[src/rtl/deadlock_idx_monitor_core_if.sv]
// Blocked/idle status vectors into a per-kernel deadlock monitor,
// plus the monitor's verdict and snapshot outputs.
interface deadlock_idx_monitor_core_if #(
  parameter int N_AXIS = 15,
  parameter int N_INST = 2,
  parameter int N_BLK  = 1,
  parameter int CNT_W  = 16
);
  localparam int IDX_W = (N_AXIS > 1) ? $clog2(N_AXIS) : 1;

  logic [N_AXIS-1:0] axis_block_sigs;
  logic [N_INST-1:0] inst_idle_sigs;
  logic [N_BLK-1:0]  inst_block_sigs;
  logic              block;
  logic [N_AXIS-1:0] block_axis_snap;
  logic [IDX_W-1:0]  block_first_idx;
  logic              block_any_inst;
  logic [CNT_W-1:0]  stall_count;

  modport master (
    output axis_block_sigs,
    output inst_idle_sigs,
    output inst_block_sigs,
    input  block,
    input  block_axis_snap,
    input  block_first_idx,
    input  block_any_inst,
    input  stall_count
  );

  modport slave (
    input  axis_block_sigs,
    input  inst_idle_sigs,
    input  inst_block_sigs,
    output block,
    output block_axis_snap,
    output block_first_idx,
    output block_any_inst,
    output stall_count
  );
endinterface

[src/rtl/deadlock_idx_monitor_core.sv]
// Per-kernel deadlock detector: flags a non-idle kernel whose blocking
// pattern stays frozen for THRESHOLD cycles and snapshots the culprits.
module deadlock_idx_monitor_core #(
  parameter int N_AXIS    = 15,
  parameter int N_INST    = 2,
  parameter int N_BLK     = 1,
  parameter int THRESHOLD = 1000,
  parameter int CNT_W     = 16
) (
  input logic clock,
  input logic reset,
  deadlock_idx_monitor_core_if.slave mon
);
  localparam int IDX_W = (N_AXIS > 1) ? $clog2(N_AXIS) : 1;
  localparam int PAT_W = N_BLK + N_AXIS;
  localparam logic [CNT_W-1:0] THR_C  = CNT_W'(THRESHOLD);
  localparam logic [CNT_W-1:0] LAST_C = CNT_W'(THRESHOLD - 1);

  if (CNT_W < $clog2(THRESHOLD + 1)) begin : g_cnt_w_chk
    $error("CNT_W too narrow to hold THRESHOLD");
  end

  typedef enum logic [1:0] {
    MONITOR,
    SUSPECT,
    DEADLOCK
  } state_t;

  state_t            state_q, state_d;
  logic [CNT_W-1:0]  cnt_q, cnt_d;
  logic [PAT_W-1:0]  prev_q;
  logic [N_AXIS-1:0] snap_q;
  logic [IDX_W-1:0]  idx_q;
  logic              any_q;

  logic              stalled;
  logic              same;
  logic              capture;
  logic [PAT_W-1:0]  pattern;
  logic [IDX_W-1:0]  first_idx;

  assign pattern = {mon.inst_block_sigs, mon.axis_block_sigs};
  assign same    = (pattern == prev_q);
  // Fully idle kernel with stale block bits is quiescent, not stuck.
  assign stalled = ((|mon.axis_block_sigs) | (|mon.inst_block_sigs))
                 & ~(&mon.inst_idle_sigs);

  always_comb begin
    first_idx = '0;
    for (int i = N_AXIS - 1; i >= 0; i--) begin
      if (mon.axis_block_sigs[i]) first_idx = IDX_W'(i);
    end
  end

  always_comb begin
    state_d = state_q;
    cnt_d   = cnt_q;
    capture = 1'b0;
    unique case (state_q)
      MONITOR: begin
        if (stalled) begin
          state_d = SUSPECT;
          cnt_d   = CNT_W'(1);
        end else begin
          cnt_d   = '0;
        end
      end
      SUSPECT: begin
        if (!stalled) begin
          state_d = MONITOR;
          cnt_d   = '0;
        end else if (!same) begin
          cnt_d   = CNT_W'(1);
        end else if (cnt_q >= LAST_C) begin
          state_d = DEADLOCK;
          cnt_d   = THR_C;
          capture = 1'b1;
        end else begin
          cnt_d   = cnt_q + CNT_W'(1);
        end
      end
      DEADLOCK: begin
        cnt_d = THR_C;
      end
      default: begin
        state_d = MONITOR;
        cnt_d   = '0;
      end
    endcase
  end

  always_ff @(posedge clock) begin
    if (reset) begin
      state_q <= MONITOR;
      cnt_q   <= '0;
      prev_q  <= '0;
      snap_q  <= '0;
      idx_q   <= '0;
      any_q   <= 1'b0;
    end else begin
      state_q <= state_d;
      cnt_q   <= cnt_d;
      prev_q  <= pattern;
      if (capture) begin
        snap_q <= mon.axis_block_sigs;
        idx_q  <= first_idx;
        any_q  <= |mon.inst_block_sigs;
      end
    end
  end

  assign mon.block           = (state_q == DEADLOCK);
  assign mon.block_axis_snap = snap_q;
  assign mon.block_first_idx = idx_q;
  assign mon.block_any_inst  = any_q;
  assign mon.stall_count     = cnt_q;
endmodule
[src/flat_wrapper.sv]
// flat-port wrapper written by rule: the top's interface ports become plain ports
module deadlock_idx_monitor_core_flat 
#(
  parameter int N_AXIS    = 15,
  parameter int N_INST    = 2,
  parameter int N_BLK     = 1,
  parameter int THRESHOLD = 1000,
  parameter int CNT_W     = 16
)
  (clock, reset, mon_axis_block_sigs, mon_inst_idle_sigs, mon_inst_block_sigs, mon_block, mon_block_axis_snap, mon_block_first_idx, mon_block_any_inst, mon_stall_count);
  deadlock_idx_monitor_core_if #(.N_AXIS(N_AXIS), .N_INST(N_INST), .N_BLK(N_BLK), .CNT_W(CNT_W)) mon_i ();
  input logic clock;
  input logic reset;
  input wire logic [$bits(mon_i.axis_block_sigs)-1:0] mon_axis_block_sigs;
  input wire logic [$bits(mon_i.inst_idle_sigs)-1:0] mon_inst_idle_sigs;
  input wire logic [$bits(mon_i.inst_block_sigs)-1:0] mon_inst_block_sigs;
  output wire logic [$bits(mon_i.block)-1:0] mon_block;
  output wire logic [$bits(mon_i.block_axis_snap)-1:0] mon_block_axis_snap;
  output wire logic [$bits(mon_i.block_first_idx)-1:0] mon_block_first_idx;
  output wire logic [$bits(mon_i.block_any_inst)-1:0] mon_block_any_inst;
  output wire logic [$bits(mon_i.stall_count)-1:0] mon_stall_count;
  assign mon_i.axis_block_sigs = mon_axis_block_sigs;
  assign mon_i.inst_idle_sigs = mon_inst_idle_sigs;
  assign mon_i.inst_block_sigs = mon_inst_block_sigs;
  assign mon_block = mon_i.block;
  assign mon_block_axis_snap = mon_i.block_axis_snap;
  assign mon_block_first_idx = mon_i.block_first_idx;
  assign mon_block_any_inst = mon_i.block_any_inst;
  assign mon_stall_count = mon_i.stall_count;
  deadlock_idx_monitor_core #(.N_AXIS(N_AXIS), .N_INST(N_INST), .N_BLK(N_BLK), .THRESHOLD(THRESHOLD), .CNT_W(CNT_W)) u_core (.clock(clock), .reset(reset), .mon(mon_i));
endmodule
[config.mk]
export PLATFORM = sky130hd
export DESIGN_NAME = deadlock_idx_monitor_core_flat
export DESIGN_NICKNAME = d
export VERILOG_FILES = /design/src/rtl/deadlock_idx_monitor_core_if.sv /design/src/rtl/deadlock_idx_monitor_core.sv /design/src/flat_wrapper.sv
export SDC_FILE = /design/constraint.sdc
export NUM_CORES = 1
export LEC_CHECK = 0
export BUFFER_PORTS_ARGS = -buffer_cell sky130_fd_sc_hd__clkbuf_2
export CAP_MARGIN = 10
export CORE_MARGIN = 2
export CORE_UTILIZATION = 40
export CTS_CLUSTER_SIZE = 10
export DETAILED_ROUTE_END_ITERATION = 10
export PLACE_DENSITY = 0.7
export SLEW_MARGIN = 30
export SYNTH_ARGS = -nofsm -noshare
export SYNTH_HDL_FRONTEND = slang
export SYNTH_SLANG_ARGS = --single-unit
[constraint.sdc]
create_clock -name clock -period 6.17 [get_ports clock]
set_clock_uncertainty 0.05 [all_clocks]
set_input_delay 0.9255 -clock clock [delete_from_list [all_inputs] [get_ports clock]]
set_output_delay 0.9255 -clock clock [all_outputs]
set_load 0.05 [all_outputs]
==> results.toml <==
[sta]
max_slew_margin_pct = 39.2
final_hold_viol_count = 0
slew_viol_final = 0
finalCritPeriodShare_pct = 42.4
finalSetupViolCount = 0
rsz0062_at_grt = "no"
fin_crit_ps = 2620
fin_ws_ps = 3550
fin_tns_setup_ps = 0
max_slew.worst_pin.slew_ps = 912
clock.fmax_ghz = 0.382

[hold_path]
min_path_type = "flop to flop"
min_path_cells = 2
hold_path_end = "u_core.mon.block_first_idx[1]"
holdCritStartpoint = "u_core.mon.block_first_idx[1]"

[floorplanning]
fp.dieH_um = 80.1
num_rows = 27
die_x_um = 80.1
initial_core_util_pct = 41.8
io_pins = 57
core_sq_um = 5540
dieArea_sq_um = 6410

[layout]
fill_cells = 553
layout-drive-gt1-share_pct = 29.9
design_area_sq_um = 2750
layout.area.seq_sq_um = 1080
multiInputGateArea_sq_um = 1190
antenna_cells = 0
syn_to_final_growth_pct = 18.9
fin_cells = 356
layout.nets = 304

[pwr]
totalPowerFinal_mw = 0.610
p_leak_nw = 1.15
p_int_mw = 0.457
power.share.switching_pct = 25.2
ir_drop_uv = 95.1
clockPowerShare_pct = 32.1
p_comb_share_pct = 8.8
power_switching_mw = 0.154
power_density_nw_per_um2 = 222
pwr-share-seq_pct = 59.2

[route]
drt_first_pass_iters = 4
drc = 0
avgRoutedWirePerCell_um = 12.8
postRouteAntennaNets = 0
drtIter0Drc = 136
wirelength_um = 4570
vias_per_cell = 4.79
vias = 1704

[placement]
dpl-instance-area_sq_um = 2660
hpwl_um = 3330
place_congestion = 0.824
place_inst = 348
port_buffers = 56
dp_slack_ps = 3220

[cts]
cts-resized-gates = 0
cts-htree-levels = 2
hold_buffers = 0
cts_buffer_depth = 2
post-cts-setup-buffers = 0
cts_sinks = 54
cts-root-buf = "clkbuf_8"
clock_latency_ps = 310
cts_tree = "done"
clk_pin_slew_ps = 90
cts-buffers-inserted = 5

[worst_setup_path]
critPathBufInv = 1
cp-start-kind = "primary input"
worstPathMaxFanout = 21
rrSetupSlack_ps = 3840
slowest_stage = "or4_1"
crit_required_ps = 6320
worstSetupPathType = "primary input to flop"
critPathArrivalTime_ps = 2770
timing.rr.start = "u_core.mon.stall_count[0]"
crit_start = "mon_axis_block_sigs[8]"
crit_family = "simple AND/OR/NAND/NOR gates"
reg2reg_to = "u_core.mon.block_axis_snap[0]"
r2r_cells = 6
max_stage_delay_ps = 550
crit_chain = "clkbuf_2 > or4_1 > nand2b_4 > o31a_1 > and4b_4 > mux2_4"
crit_path_end_kind = "flop"

[global_routing]
grt_usage_pct = 14.9
grt_pass1_wl_um = 7330
grt_max_degree = 49
antenna_found_initial = 0
grt_busiest_layer = "met2"
grt_pass1_vias = 1518
met1_usage_pct = 20.5
grt-ovfl-total = 0
grtUsageMet2_pct = 22.0
use_met3_pct = 4.49

[run]
maxCapViolCount = 0

[yosys]
ys_types = 40
ys_ff_latch = 54
synth_cells = 222
yosysSeqAreaShare_pct = 46.7
synth_area_sq_um = 2310
yosysWarnings = 0
avgSynthCellArea_sq_um = 10.4

[status]
status = "finished, final reports clean"
[through the flow]
stage | hold WS, ps | utilization (%)
floorplan | 460 | -
global placement | 421 | 48.1
detailed placement | 412 | 48.1
CTS | 435 | 49.7
global route | 451 | 49.7
finish | 429 | 49.7
[power by group through the flow]
| stage | combinational (mW) | clock, mW | sequential (mW) |
|---|---|---|---|
| 6_report | 0.0535 | 0.196 | 0.361 |
| 5_1_grt | 0.0585 | 0.215 | 0.362 |
| 4_1_cts | 0.0540 | 0.204 | 0.361 |
| 3_5_place_dp | 0.0536 | 0 | 0.369 |
| 3_3_place_gp | 0.0532 | 0 | 0.369 |
| 2_1_floorplan | 0.0251 | 0 | 0.377 |
[logic make-up (layout without fill, tap and decap cells)]
family | after synthesis | count (layout) | synth area share [%]
flip-flops | 54 | 54 | 46.7
buffers and inverters | 12 | 69 | 2.59
other | 1 | 6 | 0.162
multiplexers | 20 | 20 | 11.9
adder cells (fa/ha/maj) | 1 | 1 | 0.540
AND/OR/NAND/NOR | 86 | 86 | 21.9
AO/OA/AOI/OAI | 27 | 27 | 8.16
XOR/XNOR | 21 | 21 | 7.95
[synthesized netlist by cell type]
library cell	count	share of area [%]
a211o_1	1	0.38
a211oi_1	8	2.6
a21boi_0	1	0.32
a21oi_1	5	1.1
a221oi_1	1	0.38
a31oi_1	2	0.54
and2_1	1	0.27
and3_1	4	1.1
and4_1	1	0.38
and4b_1	1	0.43
and4b_4	1	0.59
buf_6	2	0.97
clkbuf_1	5	0.81
conb_1	1	0.16
dfxtp_1	54	47
ha_1	1	0.54
inv_1	5	0.81
mux2_2	1	0.49
mux2_4	15	9.7
mux2i_1	4	1.7
nand2_1	6	0.97
nand2b_1	5	1.4
nand2b_4	1	0.59
nand3_1	4	0.86
nand4_1	3	0.81
nor2_1	12	1.9
nor2b_1	31	8.4
nor3_1	7	1.5
nor3b_1	2	0.65
nor4_1	4	1.1
o21ai_0	2	0.43
o21ba_2	1	0.43
o21bai_1	1	0.32
o31a_1	1	0.38
o31ai_1	4	1.3
or2_2	1	0.27
or4_1	1	0.32
or4b_2	1	0.43
xnor2_1	14	5.3
xor2_1	7	2.6
[how the worst max path moves through the flow]
stage,cells past startpoint,to,slack [ps]
2_1_floorplan,6,u_core.mon.block_axis_snap[10],3430
3_3_place_gp,6,u_core.mon.block_axis_snap[0],3250
3_5_place_dp,6,u_core.mon.block_axis_snap[7],3220
4_1_cts,6,u_core.mon.block_axis_snap[2],3550
5_1_grt,6,u_core.mon.block_axis_snap[0],3440
6_report,6,u_core.mon.block_axis_snap[11],3550
[routing by layer]
layer | wire [um] | vias up
li1 | - | 886
met1 | 2220 | 766
met2 | 1970 | 45
met3 | 287 | 7
met4 | 84 | 0
met5 | 0 | -
[registers in the layout, indices dropped and copies added (netlist names)]
name,cells
u_core.mon.block_first_idx,4
u_core.mon.stall_count,16
u_core.prev_q,16
u_core.state_q,2
u_core.mon.block_any_inst,1
u_core.mon.block_axis_snap,15
[final cells by class]
type | count | area share, %
multi-input cells | 161 | 43.3
flip-flops and latches | 54 | 39.3
repair buffers | 56 | 10.2
well taps | 72 | 3.27
clock buffers | 5 | 2.50
clock inverters | 3 | 0.773
inverters | 5 | 0.682
[worst reg2reg max path, stage by stage, from the launching register on]
cell and delay, ps:
dfxtp_1 400, ha_1 240, a211o_1 160, and3_1 200, a21oi_1 130, and4b_4 650, mux2_2 380
[placed cells by master (no fill, tap or decap), types with 2 or more instances in the layout]
cell,synthesis,routed
nand4_1,3,3
o21ai_0,2,2
nor2b_1,31,31
a31oi_1,2,2
nor4_1,4,4
xnor2_1,14,14
and3_1,4,4
nand2b_1,5,5
xor2_1,7,7
nor3_1,7,7
conb_1,1,6
nor3b_1,2,2
a211oi_1,8,8
mux2i_1,4,4
nor2_1,12,12
dfxtp_1,54,54
clkbuf_8,0,5
clkbuf_2,0,56
nand3_1,4,4
o31ai_1,4,4
a21oi_1,5,5
nand2_1,6,6
mux2_4,15,15
inv_1,5,5
Note: power is estimated with default switching activity, not from simulation.
